[config.mk]
export PLATFORM = sky130hd
export DESIGN_NAME = clk_div_bank
export DESIGN_NICKNAME = d
export VERILOG_FILES = /design/src/rtl/clk_div_bank.sv
export SDC_FILE = /design/constraint.sdc
export NUM_CORES = 1
export LEC_CHECK = 0
export ABC_AREA = 1
export CAP_MARGIN = 20
export CORE_ASPECT_RATIO = 0.75
export CORE_UTILIZATION = 60
export CTS_BUF_LIST = sky130_fd_sc_hd__clkbuf_4 sky130_fd_sc_hd__clkbuf_8
export DETAILED_ROUTE_END_ITERATION = 10
export GPL_TIMING_DRIVEN = 0
export MAX_ROUTING_LAYER = met4
export PLACE_DENSITY = 0.84
export SLEW_MARGIN = 15
export SYNTH_ARGS = -nofsm -noshare
export SYNTH_HDL_FRONTEND = slang
export SYNTH_SLANG_ARGS = --single-unit
[constraint.sdc]
create_clock -name clk_i -period 3.3 [get_ports clk_i]
set_clock_uncertainty 0.1 [all_clocks]
set_input_delay 0.66 -clock clk_i [delete_from_list [all_inputs] [get_ports clk_i]]
set_output_delay 0.66 -clock clk_i [all_outputs]
set_load 0.02 [all_outputs]
[src/rtl/clk_div_bank.sv]
// Multi-channel 50%-duty clock divider with a runtime divisor per channel.
// Divisor and enable changes only take effect at period boundaries.

module clk_buf (
  input  logic a,
  output logic y
);
  assign y = a;
endmodule

module clk_div_bank #(
  parameter int unsigned CHNL_NUM  = 4,
  parameter int unsigned DIV_WIDTH = 8,
  parameter int unsigned DIV_RST   = 0
) (
  input  logic                          clk_i,
  input  logic                          rst_i,
  input  logic [CHNL_NUM-1:0]           en_i,
  input  logic [CHNL_NUM*DIV_WIDTH-1:0] div_i,
  input  logic [CHNL_NUM-1:0]           div_valid_i,
  output logic [CHNL_NUM-1:0]           div_ready_o,
  output logic [CHNL_NUM-1:0]           clk_o,
  output logic [CHNL_NUM-1:0]           tick_o,
  output logic [CHNL_NUM-1:0]           busy_o
);

  typedef enum logic {IDLE, RUN} state_t;

  for (genvar c = 0; c < CHNL_NUM; c++) begin : g_ch
    state_t               state, state_nx;
    logic [DIV_WIDTH-1:0] cur_div, cur_div_nx;
    logic [DIV_WIDTH-1:0] shadow, shadow_nx;
    logic [DIV_WIDTH-1:0] cnt, cnt_nx;
    logic                 pend, pend_nx;
    logic                 clk_q, clk_nx;
    logic                 tick_q, tick_nx;
    logic                 apply;

    always_ff @(posedge clk_i) begin
      if (rst_i) begin
        state   <= IDLE;
        cur_div <= DIV_WIDTH'(DIV_RST);
        shadow  <= DIV_WIDTH'(DIV_RST);
        pend    <= 1'b0;
        cnt     <= '0;
        clk_q   <= 1'b0;
        tick_q  <= 1'b0;
      end else begin
        state   <= state_nx;
        cur_div <= cur_div_nx;
        shadow  <= shadow_nx;
        pend    <= pend_nx;
        cnt     <= cnt_nx;
        clk_q   <= clk_nx;
        tick_q  <= tick_nx;
      end
    end

    always_comb begin
      state_nx   = state;
      cur_div_nx = cur_div;
      shadow_nx  = shadow;
      pend_nx    = pend;
      cnt_nx     = cnt;
      clk_nx     = clk_q;
      tick_nx    = 1'b0;
      apply      = 1'b0;
      case (state)
        IDLE: begin
          clk_nx = 1'b0;
          cnt_nx = '0;
          if (en_i[c]) begin
            apply    = 1'b1;
            clk_nx   = 1'b1;
            tick_nx  = 1'b1;
            state_nx = RUN;
          end
        end
        RUN: begin
          if (cnt != cur_div) begin
            cnt_nx = cnt + 1'b1;
          end else begin
            cnt_nx = '0;
            if (clk_q) begin
              clk_nx = 1'b0;
            end else if (!en_i[c]) begin
              state_nx = IDLE;
            end else begin
              apply   = 1'b1;
              clk_nx  = 1'b1;
              tick_nx = 1'b1;
            end
          end
        end
        default: state_nx = IDLE;
      endcase
      // Apply uses the registered pending flag, so a same-edge transfer waits for the next boundary.
      if (apply && pend) begin
        cur_div_nx = shadow;
        pend_nx    = 1'b0;
      end
      if (div_valid_i[c] && !pend) begin
        shadow_nx = div_i[c*DIV_WIDTH +: DIV_WIDTH];
        pend_nx   = 1'b1;
      end
    end

    assign div_ready_o[c] = ~pend;
    assign busy_o[c]      = (state == RUN);
    assign tick_o[c]      = tick_q;

    clk_buf u_buf (
      .a (clk_q),
      .y (clk_o[c])
    );
  end

endmodule
# ---- Word-level counts from Yosys, hierarchy flattened
# Cells that the tools add are included.
dict set report word_totals {
  word_cells 116
  input_bits 42
  register_bits 112
}
dict set report classes {
  n_mux 52
  n_eq_ne 8
  n_reduce_logical 16
  add_sub_neg 4
  bitwise_logic 8
}
# operator count
set op_table {}
lappend op_table {{8-bit one-hot mux with 2 select lines} 4}
lappend op_table {{8-bit by 1-bit adder with 8-bit output (second input constant)} 4}
lappend op_table {{1-bit 2-to-1 mux} 32}
lappend op_table {{8-bit 2-to-1 mux} 4}
lappend op_table {{8-bit != test} 4}
lappend op_table {{1-bit one-hot mux with 2 select lines} 12}
lappend op_table {{1-bit logical AND} 8}
lappend op_table {{2-bit != test (second input constant)} 4}
lappend op_table {{1-bit NOT} 8}
lappend op_table {{2-bit nonzero test} 4}
lappend op_table {{1-bit logical NOT} 4}

# ---- Depth between registers and ports, before layout
# Gate-level depths: netlist of the first run.
dict set report depth {
  depth_word 7
  depth_mapped 12
}

# ---- By module
# Synthesis of the first run repeated with hierarchy kept, for this count alone.
dict set report unflattened {
  cells_unflattened 725
  hier_area_um2 5210.0
}
# mod cells_each n_inst seq_area_each_um2 area_each_um2
set by_module_without_submodules {}
lappend by_module_without_submodules {clk_div_bank 721 1 2242.2 5180.0}
lappend by_module_without_submodules {clk_buf 1 4 0.0 7.5}

# ---- Worst setup path before layout of the first run
# OpenSTA, ideal clock, no wires.
dict set report synth_timing {
  path_type {input-to-reg}
  startpoint {input port rst_i}
  endpoint {register g_ch[0].cur_div[0]}
  arrival_time_ps 1476
  n_path_buf 3
  path_stages 6
  slack_ps 1660
  setup_ps 64
  cell_sequence {buf_2 > inv_1 > buf_4 > clkbuf_1 > nand2_1 > nor2_1}
}
# element line_no
set synth_rtl {}
lappend synth_rtl {{from (decl)} 17} ;# input logic rst_i,
lappend synth_rtl {{to (signal assigned)} 42} ;# cur_div <= DIV_WIDTH'(DIV_RST);
lappend synth_rtl {{to (signal assigned)} 50} ;# cur_div <= cur_div_nx;
lappend synth_rtl {{to (decl)} 31} ;# logic [DIV_WIDTH-1:0] cur_div, cur_div_nx;

# ---- Final worst setup path of the first run
dict set report layout_timing {
  startpoint {register g_ch[3].pend}
  endpoint {output port div_ready_o[3]}
}
dict set report layout_between {
  elab_chain_len 1
}
# element line_no
set layout_lines {}
lappend layout_lines {{from (decl)} 34} ;# logic pend, pend_nx;
lappend layout_lines {{from (signal assigned)} 52} ;# pend <= pend_nx;
lappend layout_lines {{1-bit NOT} 108} ;# assign div_ready_o[c] = ~pend;
lappend layout_lines {{to (decl)} 21} ;# output logic [CHNL_NUM-1:0] div_ready_o,
# No other way between the ends.

==> results of run 1 <==
-- area by class of cell --
class / instances / area, µm²
Tap cell: 105 / 131
Clock inverter: 5 / 56.3
Sequential cell: 112 / 2240
Fill cell: 637 / 2080
Timing Repair Buffer: 56 / 561
Clock buffer: 10 / 138
Multi-Input combinational cell: 421 / 2140
Buffer: 30 / 173
Inverter: 141 / 529
-- worst max-delay path, cell delays in order (launching register included) --
cell	delay, ns
dfxtp_1	0.34
clkbuf_1	0.42
inv_1	0.12
clkdlybuf4s50_1	0.57
-- layer usage --
metal	up-vias	GRT usage (%)	wire, µm
li1	2274	-	-
met1	1952	31.3	4880
met2	92	47.1	5220
met3	15	5.79	523
met4	0	10.1	174
met5	-	-	0
-- registers in the layout, summed over array words and instances, names as in the netlist --
name and count:
g_ch.tick_q 4, g_ch.clk_q 4, g_ch.pend 4, g_ch.shadow 32
g_ch.state 4, g_ch.cnt 32, g_ch.cur_div 32
-- logic make-up (layout without fill, tap and decap cells) --
logic type               Yosys count  count (layout)  synth area share (%)
AND/OR/NAND/NOR                  296             296                  26.4
buffers and inverters            171             242                  13.8
flip-flops                       112             112                  44.1
adder cells (fa/ha/maj)            4               4                 0.984
AO/OA/AOI/OAI                     87              87                  8.93
XOR/XNOR                          34              34                  5.85
-- synthesized netlist by cell type --
master,number
a21oi_1,45
a21oi_2,4
a31o_2,1
buf_1,2
buf_2,2
buf_4,13
buf_6,1
clkbuf_1,11
clkbuf_2,1
dfxtp_1,112
ha_1,4
inv_1,139
inv_2,2
nand2_1,145
nand2_2,4
nand2_4,3
nand3_1,11
nand3_2,3
nand3_4,4
nand4_1,33
nor2_1,82
nor3_1,4
nor3b_1,5
o21ai_0,37
or2_2,2
xnor2_1,22
xor2_1,12
-- stage by stage --
step                utilization, %  setup WS (ns)  area, µm²
finish                        74.1          0.710       5970
global route                  74.1          0.633       5970
CTS                           74.1          0.710       5970
detailed placement            71.7           1.06       5780
global placement              71.7           1.13       5780
floorplan                        -           1.66       5090
-- power groups by stage --
stage | clock (mW) | sequential, mW | combinational, mW
after global routing | 0.881 | 1.50 | 0.597
final | 0.822 | 1.49 | 0.532
after detailed placement | 0 | 1.52 | 0.528
after CTS | 0.836 | 1.49 | 0.532
after floorplan | 0 | 1.51 | 0.368
after global placement | 0 | 1.51 | 0.504
-- path summary, 6_finish.rpt --
kind	from	slack [ns]	depth (start not counted)	endpoint
max	g_ch[3].pend$_SDFFE_PP0P_	0.71	3	div_ready_o[3]
min	g_ch[1].shadow[1]$_SDFFE_PP0P_	0.36	2	g_ch[1].shadow[1]$_SDFFE_PP0P_
max reg2reg	g_ch[0].cnt[5]$_SDFF_PP0_	1.63	12	g_ch[0].cur_div[2]$_SDFFE_PP0P_
min reg2reg	g_ch[1].shadow[1]$_SDFFE_PP0P_	0.36	2	g_ch[1].shadow[1]$_SDFFE_PP0P_
==> out/qor.yml, run 1 <==
status: "complete, no violations"
cts_sinks: 112
final_common_cell: "nand2_1"
critPathArrivalTime_ns: 1.83
ys_warn_count: 0
portBuffers: 56
drive_above_1_share_pct: 7.10
die_x_um: 108
synth_area_um2: 5090
synthDistinctLibCells: 27
syn_to_final_growth_pct: 17.4
synth.top_cell.area_share_pct: 44.1
power.leakage_nw: 2.66
grt_pass1_wl_um: 18000
synthTopCellsByArea: "dfxtp_1, nand2_1, inv_1"
power_mw: 2.84
place_inst: 865
worstMarginPinSlew_ns: 0.593
path_class: "flip-flop to primary output"
h-tree-depth: 3
die_h_um: 81.8
grt.total_usage_pct: 27.2
antenna_found_initial: 0
wl_per_cell_um: 12.3
min_period_ns: 2.59
gr-total-overflow: 0
drc: 0
viasPerCell: 4.92
clk_pin_slew_ns: 0.10
cp-end-kind: "primary output"
p_seq_share_pct: 52.4
yosysSeqAreaShare_pct: 44.1
power_switching_mw: 0.816
synth_top_area_cell: "dfxtp_1"
ctsResizeCount: 0
timing.fmax_mhz: 386
layout_common_cells: "nand2_1, inv_1, dfxtp_1"
cts_root_buffer: "clkbuf_8"
fp.coreArea_um2: 8060
drtIter0Drc: 200
cp.required_ns: 2.54
fin_cells: 880
hold_viol: 0
rsz0062_at_grt: "no"
gp_congestion: 0.824
slew_headroom_pct: 60.5
diodes: 0
tns_ns: 0
cts_setup_buffers: 0
fin_crit_sh_pct: 78.5
p_int_mw: 2.03
p_sw_share_pct: 28.7
design.die.area_um2: 8860
cp-start-kind: "flip-flop"
nNetsFinal: 817
p_clk_share_pct: 28.9
slew_viol_final: 0
max-vdd-ir-drop_mv: 0.343
grt_max_degree: 18
drt_wl_total_um: 10800
syn_nets: 750
powerDensity_nw_per_um2: 476
power_frac_comb_pct: 18.7
setup_violations: 0
ys_ff_latch: 112
grt_pass1_vias: 4130
tritoncts: "yes"
drtAntennaViolNets: 0
clockBufferDepth: 2
start_util_pct: 63.2
clock_latency_ns: 0.38
vias: 4333
syn_area_per_cell_um2: 7.23
hold_path.class: "flip-flop to flip-flop"
hpwl_um: 8190
holdWs_ns: 0.360
io_pins: 58
core.rowCount: 28
maxCapViolations: 0
synthCells: 704
drt-pass1-iter-count: 4
numCtsBuffers: 9
hold_buffers: 0
critical_path.max_fanout: 10
Note: power is estimated with default switching activity, not from simulation.
==> run 2: changes to the inputs <==
- CORE_UTILIZATION: 60 -> 58
- PLACE_DENSITY: 0.84 -> 0.82
- clock period: 3.3 -> 2.7 ns (I/O delays scaled with it)
==> run 2 against run 1 <==
Against the previous run: register-to-register slack worse by 0.52 ns; worst hold slack worse by 0.0013 ns; final cell count up 0.34%.
==> out/qor.yml, run 2 (synthesized netlist as in run 1, its figures left out) <==
critPathArrivalTime_ns: 1.81  # -0.02 ns
drc: 0  # unchanged
setup_violations: 0  # unchanged
cp.required_ns: 2.06  # -0.48 ns
power.leakage_nw: 2.64  # -0.46%
grt.total_usage_pct: 25.0  # -2.2 points
regArea_um2: 2240  # unchanged
grt_max_degree: 19  # +1
grt_pass1_wl_um: 17500  # -2.8%
portBuffers: 56  # unchanged
tritoncts: "yes"
cp-endpoint: "div_ready_o[3]"
multi_input_area_um2: 2140  # unchanged
finalInstanceArea_um2: 5950  # -0.38%
slew_viol_final: 0  # unchanged
antenna_found_initial: 0  # unchanged
hold_buffers: 0  # unchanged
clockBufferDepth: 2  # unchanged
nNetsFinal: 817  # unchanged
max_stage_delay_ns: 0.57  # about the same
cts_setup_buffers: 0  # unchanged
vias: 4355  # +0.51%
slew_headroom_pct: 58.6  # -1.9 points
wl_per_cell_um: 11.6  # -5.1%
power_mw: 3.38  # +19%
r2r_cells: 9  # -3
layout_common_cells: "nand2_1, inv_1, dfxtp_1"
die_x_um: 110  # +1.7%
reg2reg_from: "g_ch[2].cnt[0]$_SDFF_PP0_"
final_common_cell: "nand2_1"
timing.fmax_mhz: 408
hpwl_um: 7930  # -3.2%
fin_crit_sh_pct: 90.9
fillers: 688  # +8.0%
core.rowCount: 29  # +3.6%
drt_wl_total_um: 10300  # -4.8%
reg2reg_to: "g_ch[2].cur_div[3]$_SDFFE_PP0P_"
min_period_ns: 2.45
cts_root_buffer: "clkbuf_8"
numCtsBuffers: 9  # unchanged
tns_ns: 0  # unchanged
max-vdd-ir-drop_mv: 0.347  # +1.1%
drtIter0Drc: 196  # -2.0%
r2r_slack_ns: 1.11  # -0.52 ns
placed_area_um2: 5780  # about the same
viasPerCell: 4.93  # +0.17%
fp.coreArea_um2: 8490  # +5.4%
powerDensity_nw_per_um2: 567  # +19%
clock_latency_ns: 0.37  # about the same
fin_util_pct: 70.1  # -4.0 points
hold_viol: 0  # unchanged
gp_congestion: 0.824  # about the same
crit_chain: "clkbuf_1 -> inv_1 -> clkdlybuf4s50_1"
cp.depth: 3  # unchanged
drtAntennaViolNets: 0  # unchanged
worst_path_dominant_cell_family: "buffers and inverters"
critPathLaunch: "g_ch[3].pend$_SDFFE_PP0P_"
grt_pass1_vias: 4009  # -2.9%
cp-end-kind: "primary output"
cp_slowest_cell: "clkdlybuf4s50_1"
cts_sinks: 112  # unchanged
h-tree-depth: 3  # unchanged
critPathBufInv: 3  # unchanged
reg_top3: "g_ch.cnt x32, g_ch.cur_div x32, g_ch.shadow x32"
io_pins: 58  # unchanged
die_h_um: 83.1  # +1.7%
rsz0062_at_grt: "no"
drive_above_1_share_pct: 7.10  # unchanged
drt-pass1-iter-count: 4  # unchanged
maxCapViolations: 0  # unchanged
ctsResizeCount: 0  # unchanged
worstMarginPinSlew_ns: 0.621  # +0.0283 ns
start_util_pct: 59.9  # -3.2 points
path_class: "flip-flop to primary output"
status: "complete, no violations"
clk_pin_slew_ns: 0.11  # about the same
cp-start-kind: "flip-flop"
design.die.area_um2: 9160  # +3.4%
gr-total-overflow: 0  # unchanged
critical_path.max_fanout: 10  # unchanged
syn_to_final_growth_pct: 17.0
hold_path.class: "flip-flop to flip-flop"
diodes: 0  # unchanged
[run 2: changes by cell type in the layout (fill, tap and decap cells not counted), sizes merged]
cell | before | now
inv | 142 | 144
bufinv | 1 | 0
clkbuf | 22 | 21
[run 2: metrics by stage]
stage / hold WS (ns) / setup slack (ns) / std cells
finish: 0.359 / 0.246 / 883
global route: 0.381 / 0.113 / 883
CTS: 0.359 / 0.250 / 883
detailed placement: 0.344 / 0.612 / 868
global placement: 0.342 / 0.687 / 868
floorplan: 0.329 / 1.18 / 704
[run 2: per-layer routing]
metal | share of wire (%) | GRT usage, %
met1 | 46 | 31.1
met2 | 48 | 40.3
met3 | 3.6 | 4.95
met4 | 1.9 | 8.49
met5 | 0 | -
[run 2: area by class of cell]
cell class / count / area share [%]
Buffer: 30 / 2.90
Clock buffer: 9 / 2.08
Clock inverter: 6 / 0.736
Inverter: 141 / 8.89
Multi-Input combinational cell: 421 / 36.0
Sequential cell: 112 / 37.7
Tap cell: 108 / 2.27
Timing Repair Buffer: 56 / 9.42
[run 2: power breakdown]
part / internal [mW] / switching, mW / total, mW
clock network: 0.338 / 0.573 / 0.911
logic: 0.269 / 0.375 / 0.644
registers: 1.76 / 0.0628 / 1.82
total: 2.36 / 1.01 / 3.38
[run 2: worst min path at each step]
stage,start,end,slack (ns),cells past startpoint
after global routing,g_ch[2].shadow[1]$_SDFFE_PP0P_,g_ch[2].shadow[1]$_SDFFE_PP0P_,0.38,2
after CTS,g_ch[1].shadow[4]$_SDFFE_PP0P_,g_ch[1].shadow[4]$_SDFFE_PP0P_,0.36,2
after global placement,g_ch[1].shadow[7]$_SDFFE_PP0P_,g_ch[1].shadow[7]$_SDFFE_PP0P_,0.34,2
after detailed placement,g_ch[1].shadow[4]$_SDFFE_PP0P_,g_ch[1].shadow[4]$_SDFFE_PP0P_,0.34,2
final,g_ch[2].shadow[3]$_SDFFE_PP0P_,g_ch[2].shadow[3]$_SDFFE_PP0P_,0.36,2
after floorplan,g_ch[1].shadow[0]$_SDFFE_PP0P_,g_ch[1].shadow[0]$_SDFFE_PP0P_,0.33,2
[run 2: worst reg2reg max path: cells and delay by family, from the launching register on]
family,cells,cell delay [ns]
buf+inv,1,0.04
xor+xnor,1,0.14
flops,1,0.43
simple gates,7,0.82
